[src/rtl/instruction_fetch.sv]
// rtl/instruction_fetch.sv - PC, icache fetch and IF/ID register with stall and redirect handling
module instruction_fetch #(
  parameter int                    ADDR_WIDTH = 10,
  parameter int                    DATA_WIDTH = 32,
  parameter logic [ADDR_WIDTH-1:0] RESET_PC   = '0
) (
  input  logic                  clock,
  input  logic                  reset,
  output logic [ADDR_WIDTH-1:0] icache_address,
  input  logic [DATA_WIDTH-1:0] icache_instruction,
  input  logic                  icache_busywait,
  input  logic                  id_stall,
  input  logic                  branch_taken,
  input  logic [ADDR_WIDTH-1:0] branch_target,
  output logic [DATA_WIDTH-1:0] id_instruction,
  output logic [ADDR_WIDTH-1:0] id_pc,
  output logic [ADDR_WIDTH-1:0] id_pc_plus4,
  output logic                  id_valid
);

  typedef enum logic {ISSUE, WAIT} state_t;

  state_t                  state_q, state_d;
  logic [ADDR_WIDTH-1:0]   pc_q, pc_d;
  logic                    pending_redirect_q, pending_redirect_d;
  logic [ADDR_WIDTH-1:0]   pending_target_q, pending_target_d;
  logic [DATA_WIDTH-1:0]   id_instruction_q, id_instruction_d;
  logic [ADDR_WIDTH-1:0]   id_pc_q, id_pc_d;
  logic [ADDR_WIDTH-1:0]   id_pc_plus4_q, id_pc_plus4_d;
  logic                    id_valid_q, id_valid_d;

  logic [ADDR_WIDTH-1:0]   target_aligned;
  logic [ADDR_WIDTH-1:0]   pc_plus4;

  assign target_aligned = branch_target & ~ADDR_WIDTH'(3);
  assign pc_plus4       = pc_q + ADDR_WIDTH'(4);

  always_comb begin
    state_d            = state_q;
    pc_d               = pc_q;
    pending_redirect_d = pending_redirect_q;
    pending_target_d   = pending_target_q;
    id_instruction_d   = id_instruction_q;
    id_pc_d            = id_pc_q;
    id_pc_plus4_d      = id_pc_plus4_q;
    id_valid_d         = id_valid_q;

    if (branch_taken) begin
      id_valid_d = 1'b0;
      // During a refill the icache still uses the live address, so the redirect is parked.
      if (state_q == ISSUE || !icache_busywait) begin
        pc_d               = target_aligned;
        state_d            = ISSUE;
        pending_redirect_d = 1'b0;
      end else begin
        pending_redirect_d = 1'b1;
        pending_target_d   = target_aligned;
      end
    end else if (state_q == ISSUE) begin
      state_d = WAIT;
      if (!id_stall) id_valid_d = 1'b0;
    end else if (icache_busywait) begin
      if (!id_stall) id_valid_d = 1'b0;
    end else if (pending_redirect_q) begin
      pc_d               = pending_target_q;
      pending_redirect_d = 1'b0;
      state_d            = ISSUE;
      if (!id_stall) id_valid_d = 1'b0;
    end else if (!id_stall) begin
      id_instruction_d = icache_instruction;
      id_pc_d          = pc_q;
      id_pc_plus4_d    = pc_plus4;
      id_valid_d       = 1'b1;
      pc_d             = pc_plus4;
      state_d          = ISSUE;
    end
  end

  always_ff @(posedge clock) begin
    if (!reset) begin
      state_q            <= ISSUE;
      pc_q               <= RESET_PC;
      pending_redirect_q <= 1'b0;
      pending_target_q   <= '0;
      id_instruction_q   <= '0;
      id_pc_q            <= '0;
      id_pc_plus4_q      <= '0;
      id_valid_q         <= 1'b0;
    end else begin
      state_q            <= state_d;
      pc_q               <= pc_d;
      pending_redirect_q <= pending_redirect_d;
      pending_target_q   <= pending_target_d;
      id_instruction_q   <= id_instruction_d;
      id_pc_q            <= id_pc_d;
      id_pc_plus4_q      <= id_pc_plus4_d;
      id_valid_q         <= id_valid_d;
    end
  end

  assign icache_address = pc_q;
  assign id_instruction = id_instruction_q;
  assign id_pc          = id_pc_q;
  assign id_pc_plus4    = id_pc_plus4_q;
  assign id_valid       = id_valid_q;

endmodule

[config.mk]
export PLATFORM = sky130hd
export DESIGN_NAME = instruction_fetch
export DESIGN_NICKNAME = d
export VERILOG_FILES = /design/src/rtl/instruction_fetch.sv
export SDC_FILE = /design/constraint.sdc
export NUM_CORES = 1
export LEC_CHECK = 0
export CAP_MARGIN = 15
export CELL_PAD_IN_SITES_DETAIL_PLACEMENT = 1
export CELL_PAD_IN_SITES_GLOBAL_PLACEMENT = 2
export CORE_AREA = 5 5 110 112
export CTS_CLUSTER_SIZE = 8
export DETAILED_ROUTE_END_ITERATION = 10
export DIE_AREA = 0 0 115 117
export GPL_ROUTABILITY_DRIVEN = 0
export PLACE_DENSITY = 0.89
export RECOVER_POWER = 25
export SYNTH_ARGS = -nofsm -noshare
export SYNTH_HDL_FRONTEND = slang
export SYNTH_SLANG_ARGS = --single-unit
[constraint.sdc]
create_clock -name clock -period 3.9 [get_ports clock]
set_input_delay 1.17 -clock clock [delete_from_list [all_inputs] [get_ports clock]]
set_output_delay 1.17 -clock clock [all_outputs]
set_load 0.005 [all_outputs]
## Yosys cells after proc, flatten, opt, wreduce, memory -nomap -nowiden

Cells that the tools add are included.

| cells by class | value |
|---|---|
| add/subtract/negate cells | 1 |
| reductions and logical operators | 8 |
| equal/unequal tests | 4 |
| bitwise logic cells | 7 |
| muxes and demuxes | 21 |

Operator list:

| operator | number |
|---|---|
| $mux W10 | 6 |
| $mux W1 | 15 |
| $add A10 B3 Y10 const B | 1 |
| $not A1 Y1 | 7 |
| $reduce_and A5 Y1 | 1 |
| $ne A2 B1 Y1 const B | 2 |
| $ne A4 B3 Y1 const B | 1 |
| $reduce_and A2 Y1 | 2 |
| $reduce_and A4 Y1 | 1 |
| $ne A3 B1 Y1 const B | 1 |
| $reduce_bool A2 Y1 | 1 |
| $reduce_or A2 Y1 | 1 |
| $logic_not A1 Y1 | 1 |
| $logic_or A1 B1 Y1 | 1 |

| word-level totals | value |
|---|---|
| input port bits | 47 |
| logic and storage cells | 49 |
| flip-flop bits (word level) | 73 |

## Logic depth before layout (Yosys ltp)

Gate-level depths: netlist of run 1.

| logic depth | value |
|---|---|
| depth in word-level cells | 6 |
| mapped depth | 6 |

## Worst setup path after synthesis of run 1

Ideal clock, no wire load.

| timing | value |
|---|---|
| path type | input-to-reg |
| from | input branch_taken |
| to | register pc_q[9] (netlist: icache_address[9]) |
| cell stages on the path | 6 |
| data arrival time | 2.191 ns |
| path buffers | 2 |
| slack | 1.580 ns |
| path through | buf_2 or2_2 and4_4 buf_6 a32oi_1 nand2_1 |

| between the ends | value |
|---|---|
| cells in the longest elaborated chain, start to end | 2 |
| elaborated cells on any way between the ends | 6 |
| those cells by class | eq/ne (3); mux (1); reduce/logical (2) |

Ends and longest elaborated chain:

| item | RTL line | RTL |
|---|---|---|
| start, declared | 13 | `input logic branch_taken,` |
| $ne A3 B1 Y1 (no line), or another cell as far along | -- |  |
| $reduce_and A4 Y1 (no line) | -- |  |
| end signal, assigned | 91 | `pc_q <= pc_d;` |
| end, declared | 24 | `logic [ADDR_WIDTH-1:0] pc_q, pc_d;` |

Several ways; a longest one is shown, not always the timed one.
A chain may end at the register's enable or synchronous reset.

## Worst setup path after layout of run 1

| timing | value |
|---|---|
| from | input branch_taken |
| to | register pending_target_q[6] |

| between the ends | value |
|---|---|
| cells in the longest elaborated chain, start to end | 1 |

Ends and longest elaborated chain:

| item | RTL line | RTL |
|---|---|---|
| $reduce_and A2 Y1 (no line) | -- |  |
| end signal, assigned | 93 | `pending_target_q <= pending_target_d;` |
| end, declared | 26 | `logic [ADDR_WIDTH-1:0] pending_target_q, pending_target_d;` |

No other way between the ends.

==> reports/summary.txt, run 1 <==
Post-synth ARST share: 0%
Kind of critical path: in -> reg
CTS tree: yes
Tmin final: 3.14 ns
Setup Fix Bufs, Post-CTS: 0
Post-DP HPWL: 6160 um
Ant diodes: 0
I/O pin count: 110
Vias in the first global route: 2703
Most used DFF post-synth: dfxtp_1
Synth Instances: 328
Worst Hold Class: reg -> reg
Status: complete, no violations
PD cells: 457 nW/um^2
Syn Area/Cell: 8.21 um^2
Wire per inst: 15.4 um
Final #Nets: 470
Initial antenna violation count: 0
Htree depth: 3
Startpoint Class: primary input
Crit path DAT: 3.34 ns
PortBufs: 101
Final worst clock skew: 0.00700 ns
Most frequent cells in the layout: nand2_1, clkdlybuf4s50_1, dfxtp_1, a21oi_1, dlygate4sd3_1
Vias: 2597
Gr usage total: 12.9%
Flops & latches, synth: 67
Max FO, Critical Path: 20
Slew margin rel.: 41.3%
Clk sink count: 67
Hold WS: 0.451 ns
Total power: 1.89 mW
DRT antenna net count: 0
Global-route wire length before repair: 13800 um
Drt total wl: 8790 um
Post_cts resized: 0
Max Cap Viol: 0
WP data required: 4.10 ns
Reg clk slew, reported paths: 0.06 ns
Core Area: 11100 um^2
CTS Buffer Depth: 2
Die span in y: 117 um
Final Setup Violations: 0
TritonCTS Buffers: 9
Setup TNS: 0 ns
Largest net degree at the start of global routing: 54
Leakage: 1.58 nW
Fin. max-slew vios: 0
RSZ-0062 raised after global routing: no
Post-synthesis cell type count: 40
Die W: 115 um
Synth Warn #: 0
Vias per cell: 4.56
Std-Cell Rows: 39
Share of layout cells above drive strength 1: 5.85%
Worst VDD drop: 0.000216 V
CTS Hold Bufs: 0
Worst-Margin Slew: 0.880 ns
Final Hold Vio Count: 0
Die area: 13500 um^2
DRC: 0
Gr ovfl total: 0
Number of synthesized flops with an enable pin: 0
Critical path endpoint category: flip-flop
Starting Density: 24.2%
Pre-antenna DRT Iters: 4
Worst skew pair latency: 0.33 ns
F_max: 0.319 GHz
Cell Area, Synth: 2690 um^2
Most common cell after layout, fill and taps aside: nand2_1
Detailed router's first-iteration violation count: 115
CTS root buffer: clkbuf_16
Synth-to-Final Area Change: 54.1%
Sequential share of the synthesized area: 49.8%
Final Cycle Share: 80.4%
==> layout make-up <==
class                      count  area (um^2)
timing repair buffer         106         1040
tap                          143          179
clock inverter                 6          136
multi-input combinational    233         1200
clock buffer                  10          229
inverter                       5         18.8
fill                        1312         6980
sequential                    67         1340
==> worst max-delay path, cell delays in order <==
cell and delay (ns):
clkdlybuf4s50_1 0.48, clkbuf_1 0.67, nand3_1 0.64, mux2i_1 0.32, nor2_1 0.05
==> cells by family (layout without fill, tap and decap cells) <==
logic type               Yosys count  after routing  share of synthesized area [%]
adder cells (fa/ha/maj)            1              1                          0.465
AND/OR/NAND/NOR                  131            131                           21.0
flip-flops                        67             67                           49.8
buffers and inverters             33            127                           6.32
AO/OA/AOI/OAI                     83             83                           18.0
other                              1              6                          0.139
multiplexers                       9              9                           3.35
XOR/XNOR                           3              3                          0.976
==> flip-flops by register name, indices dropped and copies added, names as in the netlist <==
register,count
id_pc,8
state_q,1
id_instruction,32
icache_address,8
pending_redirect_q,1
id_pc_plus4,8
id_valid,1
pending_target_q,8
==> report_power, final <==
group | total [mW] | switching [mW] | internal, mW
clock | 0.999 | 0.307 | 0.692
combinational | 0.167 | 0.0736 | 0.0931
sequential | 0.729 | 0.0257 | 0.703
total | 1.89 | 0.406 | 1.49
==> synth_stat cells, types with 2 or more instances <==
| master | count | area (um^2) |
|---|---|---|
| nor3b_1 | 2 | 15.0 |
| clkbuf_1 | 8 | 30.0 |
| o21a_1 | 2 | 15.0 |
| a22o_1 | 3 | 26.3 |
| o31ai_1 | 2 | 15.0 |
| nand2_1 | 92 | 345 |
| inv_1 | 4 | 15.0 |
| dfxtp_1 | 67 | 1340 |
| nor2_1 | 16 | 60.1 |
| o21ai_1 | 3 | 15.0 |
| o21ai_0 | 13 | 65.1 |
| buf_4 | 6 | 45.0 |
| buf_2 | 12 | 60.1 |
| nand3_1 | 5 | 25.0 |
| xor2_1 | 2 | 17.5 |
| a32oi_1 | 3 | 26.3 |
| nand2b_1 | 3 | 18.8 |
| a21oi_1 | 50 | 250 |
| mux2i_1 | 9 | 90.1 |
| nor3_1 | 6 | 30.0 |
==> layer usage <==
layer	vias to the layer above	global-route usage (%)	part of all wire, %
met2	62	22.5	49
met3	8	2.83	4.8
met4	0	4.15	1.1
met1	1249	15.8	45
li1	1278	-	-
met5	-	0	0
==> worst paths after layout <==
check / start / to / slack, ns / cells after the start
max: branch_taken / pending_target_q[6] / 0.76 / 5
min: id_instruction[3] / id_instruction[3] / 0.45 / 2
max reg2reg: pending_redirect_q / id_instruction[5] / 1.80 / 4
min reg2reg: id_instruction[3] / id_instruction[3] / 0.45 / 2
==> per-stage QoR <==
stage          cell area (um^2)  instances  utilization, %  setup slack, ns
2_1_floorplan              2710        333               -             1.58
3_3_place_gp               3790        554            34.0            0.634
3_5_place_dp               3790        554            34.0            0.574
4_1_cts                    4150        570            37.3            0.914
5_1_grt                    4150        570            37.3            0.598
6_report                   4150        570            37.3            0.763
Power figures use the tool's default switching activity.
==> inputs of run 2 (changes only) <==
CORE_AREA = 5 5 120 122   (was 5 5 110 112)
DIE_AREA = 0 0 125 127   (was 0 0 115 117)
PLACE_DENSITY = 0.8   (was 0.89)
clock period = 2.8 ns   (was 3.9 ns; I/O delays follow)
==> reports/summary.txt, run 2 (same netlist as run 1, synthesis figures left out) <==
CTS root buffer: clkbuf_16
Detailed router's first-iteration violation count: 95 (-17%)
Worst min-delay path startpoint: id_instruction[28]
CP Cell Sequence: dlygate4sd3_1, nand2b_1, or4_1, buf_12, nor3_1, nor2_1
Layer with the highest usage: met2
Final Cycle Share: 85.4%
Max reg flops: 32 (unchanged)
Gr ovfl total: 0 (unchanged)
Worst VDD drop: 0.000227 V (+5.0%)
Most frequent cells in the layout: nand2_1, clkdlybuf4s50_1, dfxtp_1, a21oi_1, dlygate4sd3_1
Largest net degree at the start of global routing: 54 (unchanged)
Post_cts resized: 0 (unchanged)
Die W: 125 um (+8.7%)
Kind of critical path: in -> reg
Std-Cell Rows: 42 (+7.7%)
Starting Density: 20.6% (-3.6 points)
Filler cells: 1498 (+14%)
Die area: 15900 um^2 (+18%)
CTS Hold Bufs: 0 (unchanged)
Drt total wl: 8910 um (+1.3%)
Top Family by Delay on Critical Path: simple AND/OR/NAND/NOR gates
PortBufs: 101 (unchanged)
Flop2flop setup slack: 1.03 ns (-0.77 ns)
Final Hold Vio Count: 0 (unchanged)
RSZ-0062 raised after global routing: no
Clk sink count: 67 (unchanged)
Slew margin rel.: 56.2% (+15 points)
Min-Delay Path Depth: 2 (unchanged)
Final WS setup: 0.410 ns (-0.353 ns)
Crit path DAT: 2.61 ns (-0.73 ns)
Worst R2R End: id_pc_plus4[9]
Critical path endpoint category: flip-flop
I/O pin count: 110 (unchanged)
Setup Fix Bufs, Post-CTS: 0 (unchanged)
Core Area: 13100 um^2 (+18%)
Vias: 2607 (+0.39%)
Tmin final: 2.39 ns
Vias in the first global route: 2689 (-0.52%)
Synth-to-Final Area Change: 54.6%
Die span in y: 127 um (+8.5%)
Startpoint Class: primary input
Routing usage on met3: 4.88% (+2.1 points)
DRT antenna net count: 0 (unchanged)
Initial antenna violation count: 0 (unchanged)
F_max: 0.418 GHz
Global-route wire length before repair: 14400 um (+4.7%)
Post-DP HPWL: 6360 um (+3.3%)
Max Cap Viol: 0 (unchanged)
Most common cell after layout, fill and taps aside: nand2_1
GR Util met1: 13.6% (-2.2 points)
Worst Hold Class: reg -> reg
Worst skew pair latency: 0.33 ns (about the same)
Pre-CTS WS: 0.194 ns (-0.380 ns)
Gr usage total: 11.4% (-1.4 points)
Largest stage delay, worst path: 0.56 ns (-0.11 ns)
Worst path buffer plus inverter count: 2 (unchanged)
Setup TNS: 0 ns (unchanged)
Worst r2r src: pending_redirect_q
Worst Hold End: id_instruction[28]
Final Setup Violations: 0 (unchanged)
Wire per inst: 14.7 um (-4.6%)
Critical path's slowest cell: dlygate4sd3_1
Leakage: 1.57 nW (-0.48%)
DRC: 0 (unchanged)
Final Util: 31.8% (-5.5 points)
Share of layout cells above drive strength 1: 6.29% (+0.44 points)
PD cells: 562 nW/um^2 (+23%)
TritonCTS Buffers: 9 (unchanged)
Status: complete, no violations
Worst-Margin Slew: 0.656 ns (-0.224 ns)
Vias per cell: 4.31 (-5.4%)
Htree depth: 3 (unchanged)
Fin. max-slew vios: 0 (unchanged)
Final #Nets: 472 (+0.43%)
Pre-antenna DRT Iters: 4 (unchanged)
Max FO, Critical Path: 43 (+110%)
Final worst clock skew: 0.00491 ns (-0.00209 ns)
Ant diodes: 0 (unchanged)
Reg clk slew, reported paths: 0.05 ns (about the same)
CTS tree: yes
CTS Buffer Depth: 2 (unchanged)
Met2 usage: 18.8% (-3.7 points)
R2R depth: 4 (unchanged)
WP data required: 3.02 ns (-1.08 ns)
run 2: changes by cell type in the layout (fill, tap and decap cells not counted), sizes merged:
cell / previous run / this run
clkinv: 0 / 1
clkinvlp: 1 / 0
inv: 6 / 5
clkbuf: 11 / 15
buf: 4 / 7
bufinv: 4 / 0
run 2: worst max-delay path by stage:
stage | cells after the start | start | to
detailed placement | 6 | icache_busywait | id_pc_plus4[9]
CTS | 1 | icache_address[3] | icache_address[3]
floorplan | 6 | branch_taken | icache_address[9]
finish | 6 | icache_busywait | id_pc_plus4[9]
global route | 6 | icache_busywait | id_pc_plus4[9]
global placement | 6 | icache_busywait | id_pc_plus4[9]
run 2: metrics by stage:
step	std cells	cell area, um^2	hold WS (ns)	power, mW
floorplan	333	2710	0.453	1.14
global placement	589	3870	0.443	1.27
detailed placement	589	3870	0.449	1.28
CTS	605	4160	0.457	2.40
global route	605	4160	0.472	2.46
finish	605	4160	0.450	2.34
run 2: cell type report:
cell class / instances / area [um^2] / area share, %
sequential: 67 / 1340 / 32.2
multi-input combinational: 233 / 1200 / 28.8
timing repair buffer: 108 / 1090 / 26.2
clock buffer: 15 / 288 / 6.92
tap: 176 / 220 / 5.29
inverter: 5 / 18.8 / 0.451
clock inverter: 1 / 5.00 / 0.120
run 2: metal layers:
| layer | routed length (um) | share of wire, % |
|---|---|---|
| met2 | 4250 | 48 |
| met1 | 3960 | 44 |
| met4 | 86 | 0.97 |
| met3 | 614 | 6.9 |
| met5 | 0 | 0 |
run 2: power breakdown:
| part | total, mW | internal [mW] | leakage (nW) | switching (mW) |
|---|---|---|---|---|
| Clock | 1.09 | 0.695 | 0.146 | 0.392 |
| Combinational | 0.240 | 0.135 | 0.881 | 0.105 |
| Sequential | 1.01 | 0.981 | 0.542 | 0.0308 |
| Total | 2.34 | 1.81 | 1.57 | 0.528 |
run 2: worst reg2reg max path, cell delays in order (launching register included):
cell and delay, ns:
dfxtp_1 0.51, or4_1 0.66, buf_12 0.22, nor3_1 0.21, nor2_1 0.06
